--- config.mk ---
export PLATFORM = sky130hd
export DESIGN_NAME = clk_div_gen
export DESIGN_NICKNAME = d
export VERILOG_FILES = /design/src/rtl/clk_div_pkg.sv /design/src/rtl/clk_div_chan.sv /design/src/rtl/clk_div_gen.sv
export SDC_FILE = /design/constraint.sdc
export NUM_CORES = 1
export LEC_CHECK = 0
export CORE_UTILIZATION = 61
export CTS_BUF_LIST = sky130_fd_sc_hd__clkbuf_4 sky130_fd_sc_hd__clkbuf_8
export CTS_CLUSTER_DIAMETER = 50
export CTS_CLUSTER_SIZE = 20
export DETAILED_ROUTE_END_ITERATION = 6
export PLACE_DENSITY = 0.76
export SLEW_MARGIN = 20
export SYNTH_ARGS = -nofsm -noshare
export SYNTH_HDL_FRONTEND = slang
export SYNTH_SLANG_ARGS = --single-unit
--- constraint.sdc ---
create_clock -name clk -period 5.2 [get_ports clk]
set_input_delay 1.56 -clock clk [delete_from_list [all_inputs] [get_ports clk]]
set_output_delay 1.56 -clock clk [all_outputs]
set_load 0.01 [all_outputs]
--- src/rtl/clk_div_pkg.sv ---
// Shared constants and state encoding for the multi-channel clock divider.
package clk_div_pkg;
  localparam int MIN_DIV   = 2;
  localparam int CNT_W_DEF = 16;

  typedef enum logic {IDLE = 1'b0, RUN = 1'b1} state_e;
endpackage

--- src/rtl/clk_div_chan.sv ---
// One divider channel: period counter, shadow/active divisor, IDLE/RUN state,
// registered square wave and period-start tick.
module clk_div_chan
  import clk_div_pkg::*;
#(
  parameter int CNT_W       = CNT_W_DEF,
  parameter int DEFAULT_DIV = 4
) (
  input  logic             clk,
  input  logic             reset,
  input  logic             en,
  input  logic             sync,
  input  logic             wr,
  input  logic [CNT_W-1:0] wr_div,
  output logic             clkout,
  output logic             tick,
  output logic             pend
);
  state_e           state;
  logic [CNT_W-1:0] cnt, div_act, div_shd;
  logic [CNT_W-1:0] cnt_nxt, half;
  logic             wrap;

  assign cnt_nxt = cnt + CNT_W'(1);
  // ceil(D/2) without widening: max divisor still fits
  assign half    = (div_act >> 1) + CNT_W'(div_act[0]);
  assign wrap    = (cnt == div_act - CNT_W'(1));

  always_ff @(posedge clk) begin
    if (reset) begin
      state   <= IDLE;
      cnt     <= '0;
      clkout  <= 1'b0;
      tick    <= 1'b0;
      div_act <= CNT_W'(DEFAULT_DIV);
      div_shd <= CNT_W'(DEFAULT_DIV);
      pend    <= 1'b0;
    end else begin
      unique case (state)
        IDLE: begin
          div_act <= div_shd;
          pend    <= 1'b0;
          cnt     <= '0;
          if (en) begin
            state  <= RUN;
            tick   <= 1'b1;
            clkout <= 1'b1;
          end else begin
            tick   <= 1'b0;
            clkout <= 1'b0;
          end
        end
        RUN: begin
          if (!en) begin
            state  <= IDLE;
            cnt    <= '0;
            tick   <= 1'b0;
            clkout <= 1'b0;
          end else if (sync || wrap) begin
            cnt     <= '0;
            tick    <= 1'b1;
            clkout  <= 1'b1;
            div_act <= div_shd;
            pend    <= 1'b0;
          end else begin
            cnt    <= cnt_nxt;
            tick   <= 1'b0;
            clkout <= (cnt_nxt < half);
          end
        end
        default: state <= IDLE;
      endcase
      // a write landing with a divisor load stays pending for the next boundary
      if (wr) begin
        div_shd <= wr_div;
        pend    <= 1'b1;
      end
    end
  end
endmodule

--- src/rtl/clk_div_gen.sv ---
// Multi-channel clock-enable / divided-clock generator: config decode,
// sticky error flag and sync fan-out around N_CH divider channels.
module clk_div_gen
  import clk_div_pkg::*;
#(
  parameter int N_CH        = 3,
  parameter int CNT_W       = CNT_W_DEF,
  parameter int DEFAULT_DIV = 4
) (
  input  logic             clk,
  input  logic             reset,
  input  logic [N_CH-1:0]  en,
  input  logic             sync,
  input  logic             cfg_wr,
  input  logic [2:0]       cfg_ch,
  input  logic [CNT_W-1:0] cfg_div,
  output logic [N_CH-1:0]  clkout,
  output logic [N_CH-1:0]  tick,
  output logic [N_CH-1:0]  cfg_pend,
  output logic             cfg_err
);
  localparam logic [3:0] N_CH_L = 4'(N_CH);

  logic ch_ok, div_ok, accept;

  assign ch_ok  = ({1'b0, cfg_ch} < N_CH_L);
  assign div_ok = (cfg_div >= CNT_W'(MIN_DIV));
  assign accept = cfg_wr && ch_ok && div_ok;

  always_ff @(posedge clk) begin
    if (reset)                 cfg_err <= 1'b0;
    else if (cfg_wr && !accept) cfg_err <= 1'b1;
  end

  for (genvar i = 0; i < N_CH; i++) begin : g_ch
    clk_div_chan #(
      .CNT_W      (CNT_W),
      .DEFAULT_DIV(DEFAULT_DIV)
    ) u_chan (
      .clk   (clk),
      .reset (reset),
      .en    (en[i]),
      .sync  (sync),
      .wr    (accept && (cfg_ch == 3'(i))),
      .wr_div(cfg_div),
      .clkout(clkout[i]),
      .tick  (tick[i]),
      .pend  (cfg_pend[i])
    );
  end
endmodule

Yosys cells after proc, flatten, opt, wreduce, memory -nomap -nowiden
Cells that the tools add are included.
{"block": "op_classes", "bitwise_logic": 3, "add_sub_neg": 9, "n_eq_ne": 17, "reduce_logical": 17, "n_mux": 51, "order_cmp": 5}
{"operator": "16-bit two-way mux", "count": 12}
{"operator": "16-bit one-hot mux with 2 select lines", "count": 6}
{"operator": "15-bit by 1-bit adder with 16-bit output", "count": 3}
{"operator": "16-bit by 1-bit adder with 16-bit output, second input constant", "count": 3}
{"operator": "16-bit == test", "count": 3}
{"operator": "16-bit < comparator", "count": 3}
{"operator": "16-bit by 1-bit subtractor with 16-bit output, second input constant", "count": 3}
{"operator": "1-bit two-way mux", "count": 24}
{"operator": "3-bit by 2-bit inequality test with 1-bit output, second input constant", "count": 6}
{"operator": "1-bit one-hot mux with 2 select lines", "count": 9}
{"operator": "16-bit by 2-bit greater-or-equal comparator with 1-bit output, second input constant", "count": 1}
{"operator": "2-bit inequality test, second input constant", "count": 6}
{"operator": "2-bit AND reduction", "count": 6}
{"operator": "1-bit logical AND", "count": 6}
{"operator": "3-bit by 1-bit == test with 1-bit output, second input constant", "count": 1}
{"operator": "3-bit by 2-bit == test with 1-bit output, second input constant", "count": 1}
{"operator": "3-bit logical NOT", "count": 1}
{"operator": "1-bit logical OR", "count": 3}
{"operator": "3-bit by 2-bit < comparator with 1-bit output, second input constant", "count": 1}
{"operator": "1-bit inverter", "count": 3}
{"operator": "1-bit logical NOT", "count": 1}
{"block": "word_totals", "regBits": 157, "wordCells": 124}

Longest topological paths before layout
Gate-level depths: netlist (run 1).
{"block": "logic_depth", "word_depth": 7, "mapped_depth": 14}

Modules after synthesis
A second synthesis (run 1) with hierarchy kept.
{"block": "unflattened", "cells_unflattened": 1190, "hier_area_um2": 10217.3}
{"mod": "clk_div_chan at g_ch[0].u_chan ...", "cells_each": 391, "area_per_inst_um2": 3364.5, "n_inst": 2}
{"mod": "clk_div_chan at g_ch[1].u_chan", "cells_each": 392, "area_per_inst_um2": 3349.5, "n_inst": 1}
{"mod": "clk_div_gen", "cells_each": 16, "area_per_inst_um2": 138.9, "n_inst": 1}

Least setup slack after synthesis (run 1)
Ideal clock, no wire load.
{"block": "synth_timing", "kind": "input to register", "startpoint": "input cfg_div[10]", "endpoint": "register g_ch[2].u_chan.div_shd[2]", "path_buffers": 2, "setup_ps": 130, "path_stages": 7, "arrival_ps": 3221, "required_time_ps": 5070, "setup_slack_ps": 1850, "cell_sequence": "nor4_1 -> a41oi_1 -> nand4b_1 -> clkbuf_1 -> clkbuf_1 -> mux2i_1 -> nand2_1"}
{"block": "synth_between", "elab_chain_cells": 3}
{"item": "start, declared", "line": "clk_div_gen.sv:16", "text": "input logic [CNT_W-1:0] cfg_div,"}
{"item": "16-bit by 2-bit greater-or-equal comparator with 1-bit output", "line": "clk_div_gen.sv:27", "text": "assign div_ok = (cfg_div >= CNT_W'(MIN_DIV));"}
{"item": "1-bit logical AND", "line": "clk_div_gen.sv:28", "text": "assign accept = cfg_wr && ch_ok && div_ok;"}
{"item": "1-bit logical AND", "line": "clk_div_gen.sv:44", "text": ".wr (accept && (cfg_ch == 3'(i))),"}
{"item": "end signal, assigned", "line": "clk_div_chan.sv:36", "text": "div_shd <= CNT_W'(DEFAULT_DIV);"}
{"item": "end signal, assigned", "line": "clk_div_chan.sv:75", "text": "div_shd <= wr_div;"}
{"item": "end, declared", "line": "clk_div_chan.sv:20", "text": "logic [CNT_W-1:0] cnt, div_act, div_shd;"}
No other way between the ends.
A chain may end at the register's enable or synchronous reset.

Worst setup path after layout (run 1)
{"block": "layout_timing", "startpoint": "input cfg_div[10]", "endpoint": "register g_ch[1].u_chan.div_shd[13]"}
{"block": "layout_between", "elab_chain_cells": 3}
{"item": "16-bit by 2-bit greater-or-equal comparator with 1-bit output", "line": "clk_div_gen.sv:27"}
{"item": "1-bit logical AND", "line": "clk_div_gen.sv:28"}
{"item": "1-bit logical AND", "line": "clk_div_gen.sv:44"}
{"item": "end signal, assigned", "line": "clk_div_chan.sv:36"}
{"item": "end signal, assigned", "line": "clk_div_chan.sv:75"}
{"item": "end, declared", "line": "clk_div_chan.sv:20"}
No other way between the ends.

==> results_dict.tcl, run 1 <==
set metrics [dict create \
    reg2reg_depth 9 \
    min_period_ns 3.59 \
    grt_pass1_wl_um 35700 \
    antenna_found_initial 0 \
    synth_area_leader_cell "dfxtp_1" \
    crit_arrival_ns 3.95 \
    synthArstFlopShare_pct 0 \
    clkLatencyLatePin_ns 0.47 \
    dr.first_iter.drc_count 581 \
    diodes 0 \
    yosys.area_share.simple_pct 25.4 \
    synth_top_area_share_pct 32.8 \
    synth_compound_area_share_pct 7.97 \
    rr_endpoint "g_ch[2].u_chan.cnt[15]$_SDFF_PP0_" \
    power.leakage_uw 0.00426 \
    final_common_cell "nand2_1" \
    worst_clock_skew_ns 0.0229 \
    yosys.area_share.adder_pct 7.43 \
    crit_type "input port to flop" \
    min_period_over_period_pct 69.1 \
    ys_seq_area_share_pct 32.8 \
    path_cells "clkdlybuf4s50_1 > nor4_1 > a41oi_1 > nand2_1 > nor2_1 > nand2_1 > mux2i_1 > nor2_1" \
    total_power_uw 2370 \
    hpwl_um 15800 \
    clock_sinks 157 \
    root_buffer "clkbuf_8" \
    worst_pin_slew_ns 0.986 \
    overflow 0 \
    avgSynthCellArea_um2 8.41 \
    netlist_top_cells_area "dfxtp_1 (33%), mux2i_1 (8.3%), ha_1 (7.4%)" \
    wl_per_cell_um 15.7 \
    grt_pass1_vias 7110 \
    cap_violations 0 \
    ys_ff_latch 157 \
    drive_gt1_share_pct 5.11 \
    fmax_mhz 278 \
    cts_tree "done" \
    setup_viol 0 \
    vias 7694 \
    synth_top_family_by_area "simple AND/OR/NAND/NOR gates" \
    synthesis.area_um2 9590 \
    wirelength_um 21200 \
    synth-xor-area-share_pct 13.1 \
    slew_headroom_pct 34.2 \
    synthMuxAreaShare_pct 8.35 \
    coreArea_um2 15300 \
    holdBufCountCts 0 \
    htreeDepth 4 \
    ys.flop_type "dfxtp_1" \
    dr.pass1.iters 5 \
    r2r_slack_ns 1.76 \
    start_util_pct 62.9 \
    numCtsBuffers 17 \
    rsz0062_at_grt "false" \
    startpoint_type "input port" \
    ant_nets 0 \
    synth_edf_count 0 \
    rows 45 \
    grt_usage_pct 27.5 \
    hp-class "flop to flop" \
    fin_tns_setup_ns 0 \
    crit_fanout 17 \
    critPathCaptureType "flop" \
    peakVddDrop_mv 0.193 \
    clk_path_buf_depth 2 \
    cpPeakStageDelay_ns 0.68 \
    r2r-start "g_ch[2].u_chan.div_act[0]$_SDFFE_PP0P_" \
    ys_types 71 \
    yosys_warnings 0 \
    path_clk_slew_ns 0.10 \
    critPathSlowestCell "nand2_1" \
    final_net_count 1206 \
    hold_depth 2 \
    finalHoldViolCount 0 \
    viasPerCell 5.71 \
    postCtsSetupRepairBufs 0 \
    slew_viol_final 0 \
    cp-endpoint "g_ch[1].u_chan.div_shd[13]$_SDFFE_PP0P_" \
    layout_common_cells "nand2_1 (181), dfxtp_1 (157), nor2_1 (82)" \
    syn_nets 1223 \
    synthCells 1140 \
    io_buffer_count 35 \
    powerDensity_nw_per_um2 230 \
    gp_congestion 0.851 \
    drc 0 \
    startpoint "cfg_div[10]" \
    cts-resized-gates 0 \
    area_growth_pct 7.46 \
    dieArea_um2 16200 \
    fp.dieW_um 127 \
    io_pins 36 \
    required_ns 5.55 \
    outcome "finished, final reports clean" \
    grt_max_degree 55 \
    die_y_um 127 \
]
-- cell type report --
cell class                 count  area (um2)
clock inverter                15         194
fill                        1250        4950
sequential                   157        3140
multi-input combinational    880        5990
inverter                      26        97.6
tap                          211         264
clock buffer                  17         234
timing repair buffer          41         390
-- registers in the layout, indices dropped and copies added, names as in the netlist --
name,count
g_ch.u_chan.div_act,48
g_ch.u_chan.div_shd,48
g_ch.u_chan.state,3
g_ch.u_chan.tick,3
g_ch.u_chan.clkout,3
cfg_err,1
g_ch.u_chan.cnt,48
g_ch.u_chan.pend,3
-- logic make-up (layout without fill, tap and decap cells) --
logic type               after synthesis  after routing
AND/OR/NAND/NOR                      490            490
flip-flops                           157            157
adder cells (fa/ha/maj)               57             57
XOR/XNOR                             143            143
AO/OA/AOI/OAI                        110            110
buffers and inverters                103             99
multiplexers                          80             80
-- metrics by stage --
stage          util (%)  setup WS (ns)  instances  instance area, um2  hold slack (ns)
2_1_floorplan         -           1.85       1140                9590            0.434
3_3_place_gp       64.7           1.26       1315                9870            0.452
3_5_place_dp       64.7           1.18       1315                9870            0.452
4_1_cts            67.5           1.66       1347               10300            0.471
5_1_grt            67.6           1.43       1347               10300            0.492
6_report           67.6           1.61       1347               10300            0.469
-- where the power goes --
part / internal (uW) / switching (uW) / leakage [uW]
sequential: 1220 / 20.8 / 0.00127
clock: 413 / 549 / 0.000215
combinational: 74.8 / 94.3 / 0.00277
total: 1710 / 664 / 0.00426
-- synth_stat cells (all sizes together) (3+ instances only) --
master   instances
o21a             3
a21oi           31
dfxtp          157
and2             7
mux2i           80
and4             7
nand4b           3
nor4            14
nand3           43
o21ai           14
nand2          181
a221oi           3
a31oi            6
or3b             3
a2111oi          3
nor3b            6
nand2b           9
clkbuf          52
nor4b            4
nor3            22
nor2b           31
nor2            82
a211oi           4
a21o            10
buf             25
or3              8
or4              6
o211ai           6
nand4           26
inv             26
o31a             3
and3            34
xor2            66
o31ai            3
xnor2           77
ha              57
-- worst min-delay path by stage --
stage,startpoint,endpoint,slack [ns]
after floorplan,g_ch[1].u_chan.div_shd[0]$_SDFFE_PP0P_,g_ch[1].u_chan.div_act[0]$_SDFFE_PP0P_,0.43
after global placement,g_ch[0].u_chan.div_shd[0]$_SDFFE_PP0P_,g_ch[0].u_chan.div_shd[0]$_SDFFE_PP0P_,0.45
after detailed placement,g_ch[0].u_chan.div_shd[9]$_SDFFE_PP0P_,g_ch[0].u_chan.div_act[9]$_SDFFE_PP0P_,0.45
after CTS,g_ch[0].u_chan.div_shd[9]$_SDFFE_PP0P_,g_ch[0].u_chan.div_shd[9]$_SDFFE_PP0P_,0.47
after global routing,g_ch[0].u_chan.div_shd[2]$_SDFFE_PP1P_,g_ch[0].u_chan.div_shd[2]$_SDFFE_PP1P_,0.49
final,g_ch[1].u_chan.div_shd[10]$_SDFFE_PP0P_,g_ch[1].u_chan.div_act[10]$_SDFFE_PP0P_,0.47
-- layer usage --
layer,track usage (%),wire length [um],vias up
li1,-,-,3901
met1,36.9,9980,3611
met2,45.4,10100,155
met3,4.61,783,27
met4,8.05,357,0
met5,0,0,-
-- critical path: cells and delay by family --
| kind | cells | cell delay (ns) |
|---|---|---|
| AND/OR/NAND/NOR | 5 | 1.37 |
| multiplexers | 1 | 0.28 |
| AO/OA/AOI/OAI | 1 | 0.23 |
| buffers and inverters | 1 | 0.49 |
(Power assumes the default switching activity.)
==> run 2: changes to the inputs <==
==> constraint.sdc (replaced) <==
create_clock -name clk -period 3.75 [get_ports clk]
set_input_delay 1.125 -clock clk [delete_from_list [all_inputs] [get_ports clk]]
set_output_delay 1.125 -clock clk [all_outputs]
set_load 0.01 [all_outputs]
==> results_dict.tcl, run 2 (synthesis results as in run 1) <==
set metrics [dict create \
    path_cells "inv_1 > ha_1 > nor3b_1 > or3b_2 > xnor2_1 > a311oi_1 > o211ai_1 > o311a_1 > buf_4 > mux2i_1" \
    dr.first_iter.drc_count 461 \
    final_common_cell "nand2_1" \
    viasPerCell 5.70 \
    final_net_count 1226 \
    min_period_ns 3.29 \
    seqPwrFrac_pct 52.0 \
    critPathCaptureType "flop" \
    root_buffer "clkbuf_8" \
    dieArea_um2 16200 \
    postCtsSetupRepairBufs 0 \
    rsz0062_at_grt "false" \
    worst_clock_skew_ns 0.0171 \
    wirelength_um 21700 \
    coreArea_um2 15300 \
    slew_headroom_pct 29.3 \
    numCtsBuffers 17 \
    hpwl_um 16200 \
    setup_viol 0 \
    p_clk_share_pct 40.6 \
    cp_num_buf_inv 2 \
    vias 7790 \
    slew_viol_final 0 \
    fp.dieW_um 127 \
    reg.largest.list "g_ch.u_chan.cnt (48), g_ch.u_chan.div_act (48), g_ch.u_chan.div_shd (48)" \
    required_ns 4.11 \
    start_util_pct 62.9 \
    critPathSlowestCell "o311a_1" \
    internal-power_uw 2430 \
    holdBufCountCts 0 \
    powerDensity_nw_per_um2 316 \
    crit_arrival_ns 3.65 \
    dp_cells 1335 \
    fmax_mhz 304 \
    grt_pass1_wl_um 35900 \
    grt_pass1_vias 7306 \
    seqCellArea_um2 3140 \
    power.leakage_uw 0.00436 \
    cap_violations 0 \
    diodes 0 \
    drc 0 \
    drive_gt1_share_pct 6.75 \
    overflow 0 \
    area_growth_pct 8.77 \
    htreeDepth 4 \
    crit_fanout 11 \
    crit_type "flop to flop" \
    io_buffer_count 35 \
    finalHoldViolCount 0 \
    cpPeakStageDelay_ns 0.57 \
    cp_top_family "compound AO/OA/AOI/OAI gates" \
    grt_usage_pct 27.8 \
    worst_pin_slew_ns 1.06 \
    die_y_um 127 \
    io_pins 36 \
    rows 45 \
    ant_nets 0 \
    pwr-share-comb_pct 7.4 \
    gp_congestion 0.884 \
    layout_common_cells "nand2_1 (181), dfxtp_1 (157), nor2_1 (82)" \
    min_period_over_period_pct 87.8 \
    num-fill-cells 1247 \
    antenna_found_initial 0 \
    clock_sinks 157 \
    multi_input_area_um2 5970 \
    cts_tree "done" \
    clk_path_buf_depth 2 \
    hp-class "flop to flop" \
    outcome "finished, final reports clean" \
    cts-resized-gates 0 \
    p_switching_uw 872 \
    peakVddDrop_mv 0.333 \
    startpoint_type "flop" \
    path_clk_slew_ns 0.09 \
    grt_max_degree 55 \
    fin_tns_setup_ns 0 \
    clkLatencyLatePin_ns 0.47 \
    dr.pass1.iters 7 \
    swShare_pct 26.4 \
    layout.cells.non_filler 1367 \
    wl_per_cell_um 15.8 \
]
run 2: changes by cell type in the layout (fill, tap and decap cells not counted):
cell	previous run	this run
buf_4	6	26
clkinv_8	5	1
clkinv_4	1	3
a21oi_2	0	1
a21oi_4	1	0
bufinv_16	1	2
clkbuf_4	0	1
o22ai_2	0	1
o22ai_4	1	0
run 2: routing by layer:
metal / track usage [%] / vias up / part of all wire (%)
li1: - / 3933 / -
met1: 36.0 / 3682 / 47
met2: 47.3 / 148 / 48
met3: 5.07 / 27 / 3.9
met4: 7.21 / 0 / 1.4
met5: 0 / - / 0
run 2: path summary, 6_finish.rpt:
check                                                             from                                endpoint  slack, ns  depth (start not counted)
worst max-delay path            g_ch[1].u_chan.div_act[0]$_SDFFE_PP0P_  g_ch[1].u_chan.div_act[5]$_SDFFE_PP0P_       0.46                         10
worst min-delay path            g_ch[1].u_chan.div_shd[0]$_SDFFE_PP0P_  g_ch[1].u_chan.div_act[0]$_SDFFE_PP0P_       0.47                          2
worst max register to register  g_ch[1].u_chan.div_act[0]$_SDFFE_PP0P_  g_ch[1].u_chan.div_act[5]$_SDFFE_PP0P_       0.46                         10
worst min register to register  g_ch[1].u_chan.div_shd[0]$_SDFFE_PP0P_  g_ch[1].u_chan.div_act[0]$_SDFFE_PP0P_       0.47                          2
run 2: worst min-delay path: cells and delay by family, from the launching register on:
kind	cells	cell delay, ns
mux	1	0.05
simple gates	1	0.05
flops	1	0.32
run 2: final cells by class:
class | instances | area share (%)
Clock buffer | 18 | 2.31
Clock inverter | 14 | 1.69
Inverter | 26 | 0.935
Multi-Input combinational cell | 880 | 57.2
Sequential cell | 157 | 30.1
Tap cell | 211 | 2.53
Timing Repair Buffer | 61 | 5.18
run 2: metrics by stage:
step           power, uW  instance area, um2  hold WS, ns  util [%]  setup WS [ns]
2_1_floorplan       1910                9590        0.434         -          0.835
3_3_place_gp        1990               10000        0.451      65.6          0.522
3_5_place_dp        2000               10000        0.453      65.6          0.454
4_1_cts             3320               10400        0.463      68.4          0.464
5_1_grt             3420               10400        0.482      68.4          0.260
6_report            3300               10400        0.466      68.4          0.457
run 2: power groups by stage:
stage / sequential [uW] / clock [uW] / combinational [uW]
finish: 1720 / 1340 / 244
global route: 1720 / 1430 / 266
CTS: 1720 / 1360 / 244
detailed placement: 1760 / 0 / 242
global placement: 1760 / 0 / 239
floorplan: 1740 / 0 / 170
==> run 3: changes to the inputs <==
--- a/config.mk
+++ b/config.mk
@@ -5,6 +5,7 @@
 export SDC_FILE = /design/constraint.sdc
 export NUM_CORES = 1
 export LEC_CHECK = 0
+export CORE_ASPECT_RATIO = 1.75
 export CORE_UTILIZATION = 61
 export CTS_BUF_LIST = sky130_fd_sc_hd__clkbuf_4 sky130_fd_sc_hd__clkbuf_8
 export CTS_CLUSTER_DIAMETER = 50
==> constraint.sdc (replaced) <==
create_clock -name clk -period 4.2 [get_ports clk]
set_input_delay 1.26 -clock clk [delete_from_list [all_inputs] [get_ports clk]]
set_output_delay 1.26 -clock clk [all_outputs]
set_load 0.01 [all_outputs]
==> results_dict.tcl, run 3 (synthesis results as in run 1) <==
set metrics [dict create \
    numCtsBuffers 17 \
    ant_nets 0 \
    io_pins 36 \
    cpPeakStageDelay_ns 0.64 \
    die_y_um 168 \
    grt_max_degree 55 \
    root_buffer "clkbuf_8" \
    htreeDepth 4 \
    fmax_mhz 288 \
    whs_ns 0.449 \
    dr.pass1.iters 6 \
    io_buffer_count 35 \
    hp-class "flop to flop" \
    startpoint_type "flop" \
    outcome "finished, final reports clean" \
    power.leakage_uw 0.00427 \
    final_common_cell "nand2_1" \
    cts-resized-gates 0 \
    path_clk_slew_ns 0.10 \
    min_period_over_period_pct 82.6 \
    layout_common_cells "nand2_1 (181), dfxtp_1 (157), nor2_1 (82)" \
    critPathSlowestCell "a2111oi_2" \
    grt_pass1_vias 7566 \
    crit_type "flop to flop" \
    setup_viol 0 \
    crit_arrival_ns 3.79 \
    vias 7924 \
    critPathCaptureType "flop" \
    drc 0 \
    postCtsSetupRepairBufs 0 \
    slew_headroom_pct 30.1 \
    rows 60 \
    fp.dieW_um 96.8 \
    finalHoldViolCount 0 \
    area_growth_pct 7.42 \
    clkLatencyLatePin_ns 0.45 \
    dr.first_iter.drc_count 320 \
    drive_gt1_share_pct 5.60 \
    worst_pin_slew_ns 1.05 \
    cts_tree "done" \
    rsz0062_at_grt "false" \
    peakVddDrop_mv 0.213 \
    cap_violations 0 \
    holdBufCountCts 0 \
    antenna_found_initial 0 \
    wirelength_um 22900 \
    gp_congestion 0.956 \
    fin_tns_setup_ns 0 \
    viasPerCell 5.97 \
    start_util_pct 62.3 \
    coreArea_um2 15400 \
    final_net_count 1212 \
    required_ns 4.52 \
    min_period_ns 3.47 \
    clk_path_buf_depth 2 \
    hpwl_um 17600 \
    grt_usage_pct 28.5 \
    diodes 0 \
    path_cells "inv_1 > ha_1 > nor4b_4 > and4_1 > a211oi_1 > or3b_2 > a2111oi_2 > or4b_1 > nor2b_1" \
    utilization_pct 67.0 \
    slew_viol_final 0 \
    reg.largest.list "g_ch.u_chan.cnt (48), g_ch.u_chan.div_act (48), g_ch.u_chan.div_shd (48)" \
    grt_pass1_wl_um 37100 \
    num-fill-cells 1300 \
    overflow 0 \
    powerDensity_nw_per_um2 282 \
    wl_per_cell_um 17.2 \
    crit_fanout 15 \
    clock_sinks 157 \
    worst_clock_skew_ns 0.0171 \
    dieArea_um2 16300 \
]
==> run 3: worst paths after layout <==
check	startpoint	end	slack, ns	depth (start not counted)
max	g_ch[2].u_chan.div_act[0]$_SDFFE_PP0P_	g_ch[2].u_chan.cnt[13]$_SDFF_PP0_	0.73	9
min	g_ch[0].u_chan.div_shd[5]$_SDFFE_PP0P_	g_ch[0].u_chan.div_act[5]$_SDFFE_PP0P_	0.45	2
max reg2reg	g_ch[2].u_chan.div_act[0]$_SDFFE_PP0P_	g_ch[2].u_chan.cnt[13]$_SDFF_PP0_	0.73	9
min reg2reg	g_ch[0].u_chan.div_shd[5]$_SDFFE_PP0P_	g_ch[0].u_chan.div_act[5]$_SDFFE_PP0P_	0.45	2
==> run 3: final cells by class <==
type / instances / area (um2) / area share, %
Clock buffer: 17 / 234 / 2.27
Clock inverter: 15 / 184 / 1.78
Inverter: 26 / 97.6 / 0.947
Multi-Input combinational cell: 880 / 5980 / 58.0
Sequential cell: 157 / 3140 / 30.5
Tap cell: 186 / 233 / 2.26
Timing Repair Buffer: 47 / 435 / 4.23
==> run 3: layer usage <==
metal / track usage (%) / share of wire [%] / wire (um) / up-vias
li1: - / - / - / 3895
met1: 29.3 / 38 / 8580 / 3747
met2: 53.0 / 52 / 12000 / 199
met3: 4.36 / 3.5 / 797 / 83
met4: 18.4 / 6.6 / 1510 / 0
met5: 0 / 0 / 0 / -
==> run 3: metrics by stage <==
stage | instances | setup slack [ns] | area [um2] | power [uW]
detailed placement | 1296 | 0.609 | 9880 | 1790
global placement | 1296 | 0.635 | 9880 | 1780
CTS | 1328 | 0.761 | 10300 | 2930
global route | 1328 | 0.472 | 10300 | 3010
finish | 1328 | 0.729 | 10300 | 2910
floorplan | 1140 | 1.15 | 9590 | 1710
==> run 3: report_power, final <==
| part | internal (uW) | switching (uW) | total [uW] |
|---|---|---|---|
| combinational | 94.5 | 125 | 219 |
| sequential | 1510 | 25.3 | 1540 |
| clock | 459 | 694 | 1150 |
==> run 3: critical path, delay by kind of cell (launching register included) <==
kind,cells,cell delay (ns)
adder cells (fa/ha/maj),1,0.23
flip-flops,1,0.40
AO/OA/AOI/OAI,2,0.72
buffers and inverters,1,0.08
AND/OR/NAND/NOR,5,1.91
